File: config.mk
export PLATFORM = sky130hd
export DESIGN_NAME = logic_gate_struct
export DESIGN_NICKNAME = d
export VERILOG_FILES = /design/src/rtl/logic_gate_struct.sv
export SDC_FILE = /design/constraint.sdc
export NUM_CORES = 1
export LEC_CHECK = 0
export ABC_AREA = 1
export CORE_AREA = 4 4 41 43
export CTS_CLUSTER_DIAMETER = 60
export DETAILED_ROUTE_END_ITERATION = 8
export DIE_AREA = 0 0 45 47
export GPL_TIMING_DRIVEN = 0
export PLACE_DENSITY = 0.53
export SLEW_MARGIN = 10
export SYNTH_ARGS = -nofsm -noshare
export SYNTH_HDL_FRONTEND = slang
export SYNTH_SLANG_ARGS = --single-unit
File: constraint.sdc
create_clock -name clk -period 0.9 [get_ports clk]
set_input_delay 0.18 -clock clk [delete_from_list [all_inputs] [get_ports clk]]
set_output_delay 0.18 -clock clk [all_outputs]
set_load 0.03 [all_outputs]
File: src/rtl/logic_gate_struct.sv
// ----------------------------------------------------------------------------
// logic_gate_struct
//
// Two-input basic-gate leaf block. Each of the six combinational outputs comes
// from exactly one gate primitive instance, so X/Z on the operands follows
// standard primitive semantics. A six-bit registered snapshot of all results
// is also provided for synchronous consumers.
//
// Ports:
//   clk     in   1  clock, used only by the snapshot register
//   rst_n   in   1  asynchronous active-low reset, clears only y_q
//   A       in   1  gate operand A
//   B       in   1  gate operand B
//   Y_and   out  1  A & B
//   Y_nand  out  1  ~(A & B)
//   Y_nor   out  1  ~(A | B)
//   Y_or    out  1  A | B
//   Y_xnor  out  1  ~(A ^ B)
//   Y_xor   out  1  A ^ B
//   y_q     out  6  registered {and, nand, nor, or, xnor, xor}
// ----------------------------------------------------------------------------
module logic_gate_struct (
    input  logic       clk,
    input  logic       rst_n,
    input  logic       A,
    input  logic       B,
    output logic       Y_and,
    output logic       Y_nand,
    output logic       Y_nor,
    output logic       Y_or,
    output logic       Y_xnor,
    output logic       Y_xor,
    output logic [5:0] y_q
);

    // One primitive per output; these never see clk or rst_n, so they stay
    // valid while the snapshot register is held in reset.
    and  u_and  (Y_and,  A, B);
    nand u_nand (Y_nand, A, B);
    nor  u_nor  (Y_nor,  A, B);
    or   u_or   (Y_or,   A, B);
    xnor u_xnor (Y_xnor, A, B);
    xor  u_xor  (Y_xor,  A, B);

    // Snapshot takes the primitive outputs rather than recomputing from A/B,
    // so the registered view is guaranteed to match the combinational one.
    always_ff @(posedge clk or negedge rst_n) begin
        if (!rst_n) begin
            y_q <= 6'b000000;
        end else begin
            y_q <= {Y_and, Y_nand, Y_nor, Y_or, Y_xnor, Y_xor};
        end
    end

endmodule

# After elaboration in Yosys (flattened, before gate mapping)
# Cells that the tools add are included.
# word_totals
ff_bits	6
in_bits	4
output_inout_bits	12
elab_cells	7
# classes
bitwise_logic	6
# op_table
op	count
1-bit inverter	2
1-bit bitwise AND	1
1-bit OR	1
1-bit bitwise XNOR	1
1-bit bitwise XOR	1

# Depth between registers and ports, before layout
# logic_depth
ltp_word	2
mapped_depth	3
depth_no_buf	3

# Worst setup path after synthesis
# OpenSTA, ideal clock, no wires.
# synth_path
path_type	input to output
from	input A
to	output Y_xnor
t_arrival_ns	0.908
t_required_ns	0.720
slack_ns	-0.188
path_stages	3
path_buffers	0
path_cell_list	inv_1 -> ha_1 -> inv_1
# synth_via
elab_chain_len	1
# synth_lines
element	line_no	source
start: declaration	25	input logic A,
1-bit bitwise XNOR	42	xnor u_xnor (Y_xnor, A, B);
end: declaration	31	output logic Y_xnor,
# Every way passes these cells.

# Worst setup path after layout
# layout_path
from	register y_q[3]
to	output y_q[3]
# layout_lines
element	line_no	source
start: declaration	33	output logic [5:0] y_q
start signal: assignment	51	y_q <= {Y_and, Y_nand, Y_nor, Y_or, Y_xnor, Y_xor};
# No word-level cell between the ends.

==> metrics.yaml <==
global_route:
  maximum_number_of_pins_on_one_net_before_global_route_repair: 7
  global_routing_usage_on_met2_pct: 7.06
  grt_use_met3_pct: 5.36
  groute.usage.overall_pct: 6.28
  first_global_vias: 174
  groute.layer.met1.usage_pct: 6.48
  number_of_antenna_violations_at_the_first_check_in_global_routing: 0
  global_route.peak_usage_layer: "met2"
  grt_remaining_overflow: 0
  grt_first_pass_wirelength_um: 793
sta:
  worst-slew-pin-transition_ps: 261
  finalHoldWorstSlack_ps: 177
  timing.slew.headroom_pct: 82.5
  setup_viol: 7
  maxSlewViolCount: 0
  timing_hold_violations_final: 0
  fin_crit_ps: 925
  final.period_utilization_pct: 103
  setup_repair_after_global_routing_missed_its_margin: "true"
  fmax_mhz: 1080
  timing.final.ws_setup_ps: -24.6
power:
  net_switching_mw: 0.216
  finalPower_mw: 0.751
  combPwrFrac_pct: 29.0
  power_density_nw_per_um2: 1700
  sw_frac_of_total_pct: 28.8
  pwr-share-seq_pct: 39.6
  ir_worst_vdd_mv: 0.441
  leak_pwr_nw: 0.221
  internal_power_mw: 0.535
  share_clk_of_total_power_pct: 31.5
placement:
  port_buffers: 15
  gp_routability_congestion: 0.690
  dp.final_hpwl_um: 391
  placement.cell_area_um2: 400
  place_worst_setup_slack_ps: -1040
  place_inst: 45
clocking:
  clockRootBuffer: "clkbuf_4"
  cts_tree: "done"
  cts.reportedPaths.clkPinSlew_ps: 40
  post_cts_buffers: 0
  numClockSinks: 6
  post_cts_hold_buffer_count: 0
  ctsLongestPathBuffers: 2
  cts_buffers: 3
  cts_htree_levels: 1
status:
  outcome: "complete, but fails checks"
  failing_checks: "negative setup slack"
critical_path:
  critical_path_stages: 1
  crit_arrival_ps: 740
  worst_setup_path_end_kind: "primary output"
  worstPathBufferInverterCount: 1
  worst-path-max-fanout: 1
  worstSetupStartpointType: "register"
  critPathRequiredTime_ps: 720
  critPathSlowestCell: "dfrtp_1"
  critical_path.cell_chain: "buf_6"
  category_of_the_most_critical_setup_path: "register to primary output"
  critPathTopFamily: "flip-flops"
  max_stage_delay_ps: 370
finish:
  drive_gt1_share_pct: 66.7
  largest_reg_flops: 6
  final-instance-count-excl-fill: 48
  nNetsFinal: 43
  area_growth_pct: 102
  layout_common_cells: "9 x buf_6, 6 x dfrtp_1, 4 x clkbuf_4, 3 x inv_4, 3 x ha_1"
  fin_area_um2: 442
  mostFrequentLayoutCell: "buf_6"
  biggestRegsByFlops: "y_q: 6 flops"
  antenna_diode_count: 0
  top_register: "y_q"
route:
  first_pass_iters: 1
  routed_wirelength_um: 484
  drc: 0
  dr.first_iter.drc_count: 0
  route.detailed.wl_per_inst_um: 10.1
  vias_per_cell: 3.31
  drtAntennaViolNets: 0
  routed-via-count: 159
floorplanning:
  die_area_um2: 2120
  row_count: 13
  initial_core_util_pct: 16.8
  floorplan.core_area_um2: 1300
  die_height_um: 47
  die-width_um: 45
  boundaryPins: 16
yosys:
  synthesis.area_um2: 219
  ys_ff_latch: 6
  yosys.cell_types.count: 3
  yosys_warnings: 0
  seq_area_frac_synth_pct: 68.6
  synthCells: 15
  syn_area_per_cell_um2: 14.6
  syn-num-nets: 23
job:
  max_cap_viol: 0
min_path:
  hp-class: "primary input to async pin"
[worst max-delay path by stage]
stage	from	slack, ps	to
detailed placement	A	-1040	Y_xnor
floorplan	A	60	Y_xnor
finish	y_q[3]$_DFF_PN0_	-20	y_q[3]
CTS	y_q[3]$_DFF_PN0_	-40	y_q[3]
global placement	A	-1010	Y_xnor
global route	y_q[3]$_DFF_PN0_	-60	y_q[3]
[power by group through the flow]
stage                     Combinational, mW  Clock (mW)  Sequential (mW)
final                                 0.217       0.236            0.297
after global routing                  0.232       0.273            0.298
after CTS                             0.213       0.253            0.297
after detailed placement              0.202           0            0.297
after global placement                0.201           0            0.297
after floorplan                      0.0704           0            0.336
[metrics by stage]
step | util, % | TNS [ps]
after floorplan | - | 0
after global placement | 30.8 | -8090
after detailed placement | 30.8 | -8420
after CTS | 33.1 | -214
after global routing | 33.9 | -326
final | 33.9 | -122
[synthesized netlist by cell type (all sizes together)]
| library cell | instances | share of area, % |
|---|---|---|
| dfrtp | 6 | 69 |
| ha | 4 | 23 |
| inv | 5 | 8.6 |
[cell families (layout without fill, tap and decap cells)]
group | Yosys count | after routing | share of synthesized area (%)
flip-flops | 6 | 6 | 68.6
buffers and inverters | 5 | 23 | 8.57
adder cells (fa/ha/maj) | 4 | 4 | 22.9
[what timing repair did]
item	in CTS	in global routing
resized for setup	95	6
setup endpoints to repair	14	10
cloned	0	0
pin swaps	1	1
[routing by layer]
metal,wire (um),up-vias
met1,205,65
met2,178,16
met5,0,-
met3,100,0
met4,0,0
li1,-,78
[final cells by class]
class                   instances  area [um2]
flip-flops and latches          6         150
clock buffers                   3        22.5
inverters                       5        26.3
repair buffers                 15         161
fillers                       137         860
well taps                      15        18.8
multi-input cells               4        62.6
(Power assumes the default switching activity.)
